## src/rtl/inst_pool_q.sv

```systemverilog
// Instruction pool between decode stage 2 and scheduler 1: a DEPTH-entry circular
// queue whose oldest PNUMS entries are presented to the scheduler as parallel slots.
module inst_pool_q #(
    parameter int unsigned DEPTH = 8,
    parameter int unsigned PNUMS = 2,
    localparam int unsigned CW = $clog2(DEPTH + 1),
    localparam int unsigned AW = $clog2(PNUMS + 1)
) (
    input  logic                CLK,
    input  logic                RST,
    input  logic                FLUSH,
    input  logic                STALL,
    input  logic                MMU_WAIT,
    input  logic                IN_VALID,
    output logic                IN_READY,
    input  logic [31:0]         PC,
    input  logic [16:0]         OPCODE,
    input  logic [4:0]          RD,
    input  logic [4:0]          RS1,
    input  logic [4:0]          RS2,
    input  logic [31:0]         RINST,
    output logic [PNUMS-1:0]    POOL_VALID,
    output logic [32*PNUMS-1:0] POOL_PC,
    output logic [17*PNUMS-1:0] POOL_OPCODE,
    output logic [5*PNUMS-1:0]  POOL_RD,
    output logic [5*PNUMS-1:0]  POOL_RS1,
    output logic [5*PNUMS-1:0]  POOL_RS2,
    output logic [32*PNUMS-1:0] POOL_RINST,
    input  logic [AW-1:0]       POOL_ACCEPT,
    output logic [CW-1:0]       COUNT
);

    localparam int unsigned PW = $clog2(DEPTH);

    localparam logic [31:0] NOP_RINST   = 32'h0000_0013;
    localparam logic [16:0] NOP_OPCODE  = 17'h1C000;

    typedef struct packed {
        logic [31:0] pc;
        logic [16:0] opcode;
        logic [4:0]  rd;
        logic [4:0]  rs1;
        logic [4:0]  rs2;
        logic [31:0] rinst;
    } entry_t;

    entry_t          mem_q [DEPTH];
    entry_t          mem_d [DEPTH];
    logic [PW-1:0]   head_q, head_d;
    logic [PW-1:0]   tail_q, tail_d;
    logic [CW-1:0]   count_q, count_d;

    logic            hold;
    logic            enq;
    logic [CW-1:0]   acc_w;
    logic [CW-1:0]   deq;
    entry_t          in_e;

    // Ready depends on the registered count only: a full pool stays closed even while draining.
    assign IN_READY = (count_q < CW'(DEPTH));
    assign COUNT    = count_q;

    // Next-state: pointer/count update with flush priority over hold.
    always_comb begin
        head_d  = head_q;
        tail_d  = tail_q;
        count_d = count_q;
        mem_d   = mem_q;
        in_e    = '{pc: PC, opcode: OPCODE, rd: RD, rs1: RS1, rs2: RS2, rinst: RINST};
        hold    = STALL | MMU_WAIT;
        enq     = IN_VALID & IN_READY & ~hold;
        acc_w   = CW'(POOL_ACCEPT);
        // Over-accept is clamped to the occupancy so the count can never underflow.
        deq     = hold ? '0 : ((acc_w > count_q) ? count_q : acc_w);
        if (FLUSH) begin
            head_d  = '0;
            tail_d  = '0;
            count_d = '0;
        end else begin
            head_d  = head_q + PW'(deq);
            tail_d  = tail_q + PW'(enq);
            count_d = count_q + CW'(enq) - deq;
            if (enq) begin
                mem_d[tail_q] = in_e;
            end
        end
    end

    always_ff @(posedge CLK) begin
        if (RST) begin
            head_q  <= '0;
            tail_q  <= '0;
            count_q <= '0;
        end else begin
            head_q  <= head_d;
            tail_q  <= tail_d;
            count_q <= count_d;
        end
    end

    // Entry contents are never cleared; only the occupancy decides what is visible.
    always_ff @(posedge CLK) begin
        if (!RST) begin
            mem_q <= mem_d;
        end
    end

    // Slot view: oldest entries first, invalid slots forced to a NOP pattern.
    always_comb begin
        logic [PW-1:0] idx;
        entry_t        e;
        POOL_VALID  = '0;
        POOL_PC     = '0;
        POOL_OPCODE = '0;
        POOL_RD     = '0;
        POOL_RS1    = '0;
        POOL_RS2    = '0;
        POOL_RINST  = '0;
        idx         = '0;
        e           = '0;
        for (int i = 0; i < int'(PNUMS); i++) begin
            idx = head_q + PW'(i);
            e   = mem_q[idx];
            if (CW'(i) < count_q) begin
                POOL_VALID[i]            = 1'b1;
                POOL_PC[32*i +: 32]      = e.pc;
                POOL_OPCODE[17*i +: 17]  = e.opcode;
                POOL_RD[5*i +: 5]        = e.rd;
                POOL_RS1[5*i +: 5]       = e.rs1;
                POOL_RS2[5*i +: 5]       = e.rs2;
                POOL_RINST[32*i +: 32]   = e.rinst;
            end else begin
                POOL_OPCODE[17*i +: 17]  = NOP_OPCODE;
                POOL_RINST[32*i +: 32]   = NOP_RINST;
            end
        end
    end

endmodule

```

## config.mk

```make
export PLATFORM = sky130hd
export DESIGN_NAME = inst_pool_q
export DESIGN_NICKNAME = d
export VERILOG_FILES = /design/src/rtl/inst_pool_q.sv
export SDC_FILE = /design/constraint.sdc
export NUM_CORES = 1
export LEC_CHECK = 0
export CORE_MARGIN = 5
export CORE_UTILIZATION = 35
export CTS_CLUSTER_SIZE = 40
export DETAILED_ROUTE_END_ITERATION = 7
export MAX_ROUTING_LAYER = met4
export PLACE_DENSITY = 0.53
export REMOVE_ABC_BUFFERS = 1
export SLEW_MARGIN = 20
export SYNTH_ARGS = -nofsm -noshare
export SYNTH_HDL_FRONTEND = slang
export SYNTH_SLANG_ARGS = --single-unit
export TNS_END_PERCENT = 30
```

## constraint.sdc

```tcl
create_clock -name CLK -period 11.35 [get_ports CLK]
set_input_delay 1.7025 -clock CLK [delete_from_list [all_inputs] [get_ports CLK]]
set_output_delay 1.7025 -clock CLK [all_outputs]
set_load 0.03 [all_outputs]
```

==> results.ini, run 1 <==
[setup_path]
rrSetupSlack_ns=7.76
arrival_ns=4.94
worstSetupPathType=reg2out
cp.required_ns=9.65
worstPathMaxFanout=138
rr_startpoint=COUNT[3]$_SDFF_PN0_
reg2regPathDepth=6
critical_path.startpoint_type=register
rr_endpoint=mem_q[220]$_DFFE_PP_
worstSetupEndpointType=primary output

[floorplan]
die_area_sq_mm=0.1061
die_y_microns=325.7
die_w_microns=325.7
start_util=0.3534
core_area_sq_mm=0.09871
rows=115
ios=303

[placement]
numPortBuffers=302
dp_hpwl_mm=52.91
place_ws_ns=5.295
globalplace.congestion=0.7294
dpl_cell_area_sq_mm=0.03917
placed_cells=3056

[drt]
drt_iter0_markers=1207
num_vias=18210
drt-total-wl_mm=93.95
drc=0
post_drt_wl_per_cell_microns=29.12
dr.pass1.iters=7
vias_per_cell=5.644
ant_nets=0

[sta]
fin_ws_ns=4.708
final-hold-violation-count=0
min_period_over_period=0.5852
tightest_slew_ns=1.076
maxSlewHeadroom=0.2827
drv_slew=0
hold_ws_ns=0.6152
fmax_mhz=150.6
fin_worst_skew_ns=0.02147
rsz0062_at_grt=false
setup_viol=0
min_period_ns=6.642
finalSetupTns_ns=0

[synthesis]
synth_area_per_cell_sq_um=22.34
ys_seq_elements=778
synthCells=1561
synth_common_cells=768 x edfxtp_1, 384 x mux4_2, 180 x a22o_1, 89 x buf_2, 16 x buf_4
synth_ff_type=edfxtp_1
post-synth-top-count-cell=edfxtp_1
synth_enable_flop_cells=768
yosysWarnings=0
syn-cell-area_sq_mm=0.03488
ys_types=31
yosys.area.top_type_share=0.6612
async_flop_share=0
yosysTopAreaCell=edfxtp_1
netlist_top_cells_area=edfxtp_1 66%, mux4_2 25%, a22o_1 4.5%
yosysSeqAreaShare=0.6669

[global_route]
first_global_vias=20130
grt_usage=0.1805
grt_pass1_wl_mm=138.1
grt_max_degree=139
grt-ovfl-total=0
antenna_found_initial=9

[cts]
clockRootBuffer=clkbuf_16
clkSinkCount=778
cts_resized=0
cts_buffer_depth=3
cts_buffers=89
cts_tree=built
clk_pin_slew_ns=0.06
cts_max_level=3
post_cts_buffers=0
cts_hold_buf=0
clk_latency_ns=0.65

[final_layout]
final_area_sq_mm=0.04208
area_delta_synth_final_pct=20.63
seq_area_sq_mm=0.02327
drive_above_1_share=0.2912
multiInputGateArea_sq_mm=0.01093
nFillCells=8538
instances_no_fill=3226
nNetsFinal=1978

[worst_hold_path]
hold_path_end=tail_q[1]$_SDFF_PN0_
min_from=tail_q[1]$_SDFF_PN0_
hold_class=reg2reg
hold_depth=2

[power_and_ir_drop]
p_leak_nw=12.53
p_per_area_mw_per_mm2=162.2
vdd_ir_drop_max_mv=0.1495

[flow_run]
cap_violations=0

[status]
status=finished clean

-- report_power, final --
group | internal, mW | total [mW] | switching (mW)
Sequential | 3.16 | 3.17 | 0.00846
Combinational | 0.341 | 0.829 | 0.488
Clock | 1.70 | 2.82 | 1.12
-- cell usage in the layout (no fill, tap or decap), types with 2 or more instances in the layout --
master,count
dfxtp_1,8
inv_6,3
a21oi_1,2
nand2_1,4
buf_12,3
edfxtp_1,768
mux2i_1,2
inv_1,11
xnor2_1,4
clkbuf_16,93
and2_4,2
o22a_1,12
nand2b_1,4
ha_1,11
clkinv_1,14
buf_4,31
fa_1,2
dfxtp_4,2
nor3_2,2
diode_2,9
clkbuf_8,5
or3_1,4
bufinv_16,8
clkbuf_1,20
nor2_4,6
a21o_1,2
a22o_1,180
nor2_1,6
clkinv_2,17
and2_1,4
mux4_2,384
clkdlybuf4s50_1,302
-- state kept, by name, indices dropped and copies added (netlist names) --
register / cells
COUNT: 4
head_q: 3
mem_q: 768
tail_q: 3
-- worst max path at each step --
stage                    startpoint  slack, ns  depth (start not counted)               to
2_1_floorplan  head_q[0]$_SDFF_PN0_     -10.30                          3  POOL_OPCODE[33]
3_3_place_gp   head_q[0]$_SDFF_PN0_       5.32                          5      POOL_RS1[6]
3_5_place_dp   head_q[0]$_SDFF_PN0_       5.29                          5      POOL_RS1[6]
4_1_cts        head_q[0]$_SDFF_PN0_       4.57                          5    POOL_RINST[6]
5_1_grt        head_q[0]$_SDFF_PN0_       4.28                          5       POOL_PC[0]
6_report       head_q[0]$_SDFF_PN0_       4.71                          5       POOL_PC[0]
-- layout make-up --
cell class              count  area share
clock inverters            43    0.009784
clock buffers             118     0.05873
flip-flops and latches    778      0.5531
diodes                      9   0.0005353
inverters                  11   0.0009813
well taps                1287     0.03827
repair buffers            336     0.07880
multi-input cells         644      0.2598
-- critical path, cell delays in order (launching register included) --
cell and delay [ns]:
dfxtp_4 1.00, buf_12 0.69, buf_4 0.83, mux4_2 0.61, a22o_1 0.25, clkdlybuf4s50_1 0.64
-- kinds of logic after synthesis --
group | synth area share
AND/OR/NAND/NOR | 0.005954
flip-flops | 0.6669
AO/OA/AOI/OAI | 0.04965
adder cells (fa/ha/maj) | 0.005452
XOR/XNOR | 0.001255
multiplexers | 0.2485
buffers and inverters | 0.02224
-- routing by layer --
metal | wire length, microns | vias up | track usage | part of all wire
met5 | 0 | - | - | 0
met4 | 2125 | 0 | 0.04427 | 0.023
met3 | 5442 | 132 | 0.04360 | 0.058
met2 | 49220 | 493 | 0.3108 | 0.52
met1 | 37160 | 9962 | 0.2162 | 0.40
li1 | - | 7622 | - | -
-- per-stage QoR --
| step | utilization | power [mW] |
|---|---|---|
| after floorplan | - | 3.758 |
| after global placement | 0.3968 | 4.071 |
| after detailed placement | 0.3968 | 4.075 |
| after CTS | 0.4260 | 6.930 |
| after global routing | 0.4263 | 7.083 |
| final | 0.4263 | 6.823 |
Note: power is estimated with default switching activity, not from simulation.
==> run 2: changes to the inputs <==
==> constraint.sdc (replaced) <==
create_clock -name CLK -period 6.4 [get_ports CLK]
set_input_delay 0.96 -clock CLK [delete_from_list [all_inputs] [get_ports CLK]]
set_output_delay 0.96 -clock CLK [all_outputs]
set_load 0.03 [all_outputs]
==> results.ini, run 2 (synthesis results as in run 1) <==
[status]
status=finished clean

[global_route]
grt_pass1_wl_mm=138.0
grt-ovfl-total=0
grt_usage=0.1800
grt_max_degree=133
first_global_vias=20200
antenna_found_initial=7

[floorplan]
start_util=0.3534
ios=303
die_w_microns=325.7
die_area_sq_mm=0.1061
rows=115
core_area_sq_mm=0.09871
die_y_microns=325.7

[drt]
drt-total-wl_mm=93.50
dr.pass1.iters=5
ant_nets=0
num_vias=18350
vias_per_cell=5.686
drt_iter0_markers=1369
post_drt_wl_per_cell_microns=28.97
drc=0

[setup_path]
cpPeakStageDelay_ns=0.63
rrSetupSlack_ns=3.06
crit_chain=buf_4 > buf_12 > mux4_2 > a22o_1 > clkdlybuf4s50_1
reg2regPathDepth=13
cpMaxStageDelayCell=buf_12
cp.depth=5
worstSetupEndpointType=primary output
critical_path.startpoint_type=register
rr_endpoint=COUNT[2]$_SDFF_PN0_
worstPathMaxFanout=132
arrival_ns=4.12
crit_family=buffers and inverters
path_buf_inv=3
cp.required_ns=5.44
worstSetupPathType=reg2out
rr_startpoint=COUNT[1]$_SDFF_PN0_

[placement]
numPortBuffers=302
place_ws_ns=1.875
globalplace.congestion=0.7182
dp_hpwl_mm=50.85

[sta]
hold_ws_ns=0.6192
maxSlewHeadroom=0.2146
rsz0062_at_grt=false
tightest_slew_ns=1.178
min_period_ns=5.085
fin_worst_skew_ns=0.01507
fin_ws_ns=1.315
setup_viol=0
final-hold-violation-count=0
min_period_over_period=0.7945
fmax_mhz=196.7
drv_slew=0

[power_and_ir_drop]
p_per_area_mw_per_mm2=283.7
p_leak_nw=12.55
vdd_ir_drop_max_mv=0.1911
power.total_mw=11.97

[cts]
cts_max_level=3
clockRootBuffer=clkbuf_16
post_cts_buffers=0
cts_buffers=87
cts_buffer_depth=3
clk_latency_ns=0.65
clk_pin_slew_ns=0.06
cts_tree=built
clkSinkCount=778
cts_resized=0
cts_hold_buf=0

[worst_hold_path]
hold_class=reg2reg
hold_depth=2
hold_path_end=tail_q[2]$_SDFF_PN0_
min_from=tail_q[2]$_SDFF_PN0_

[final_layout]
nFillCells=8499
largest_reg_flops=768
area_delta_synth_final_pct=21.00
drive_above_1_share=0.2899
layout_common_cells=768 x edfxtp_1, 384 x mux4_2, 302 x clkdlybuf4s50_1
regMostFlops=mem_q
layout_commonest_cell=edfxtp_1
nNetsFinal=1981

[flow_run]
cap_violations=0

==> run 2: changes by cell type in the layout (fill, tap and decap cells not counted) <==
cell,delta
diode_2,-1
clkinv_2,+2
clkinvlp_4,-1
clkinv_1,+2
buf_12,+18
clkbuf_16,-2
buf_4,-13
bufinv_16,-1
clkbuf_8,-5
clkbuf_1,+2
==> run 2: tightest hold or removal path, cell delays in order (launching register included) <==
cell and delay (ns):
dfxtp_1 0.37, xnor2_1 0.17, nor2_1 0.03
==> run 2: power by group <==
group	internal (mW)	switching [mW]	total [mW]	leakage [nW]
registers	5.61	0.00921	5.62	6.99
logic	0.616	0.888	1.50	4.20
clock network	2.87	1.98	4.85	1.36
total	9.09	2.88	12.0	12.5
==> run 2: worst max path at each step <==
stage / startpoint / to
after global placement: head_q[0]$_SDFF_PN0_ / POOL_RS2[1]
after detailed placement: head_q[0]$_SDFF_PN0_ / POOL_OPCODE[3]
after global routing: head_q[0]$_SDFF_PN0_ / POOL_OPCODE[14]
after floorplan: head_q[0]$_SDFF_PN0_ / POOL_OPCODE[33]
final: head_q[0]$_SDFF_PN0_ / POOL_RS1[1]
after CTS: head_q[0]$_SDFF_PN0_ / POOL_OPCODE[3]
==> run 2: area by class of cell <==
type | count | area, sq um | share of cell area
Inverter | 11 | 41.29 | 0.0009783
Clock inverter | 45 | 391.6 | 0.009279
Sequential cell | 778 | 23270 | 0.5514
Tap cell | 1287 | 1610 | 0.03815
Clock buffer | 113 | 2360 | 0.05591
Antenna cell | 8 | 20.02 | 0.0004743
Timing Repair Buffer | 341 | 3578 | 0.08479
Multi-Input combinational cell | 644 | 10930 | 0.2591
==> run 2: metal layers <==
layer / vias to the layer above / share of wire / global-route usage
li1: 7618 / - / -
met1: 10030 / 0.40 / 0.2186
met2: 586 / 0.52 / 0.3117
met3: 112 / 0.063 / 0.03849
met4: 0 / 0.018 / 0.04098
met5: - / 0 / -
==> run 2: stage by stage <==
step	TNS, ns	cells	util	area [sq um]
2_1_floorplan	-2649.84	1433	-	34150
3_3_place_gp	0	3061	0.3995	39430
3_5_place_dp	0	3061	0.3995	39430
4_1_cts	0	3219	0.4274	42180
5_1_grt	0	3226	0.4275	42200
6_report	0	3227	0.4276	42200
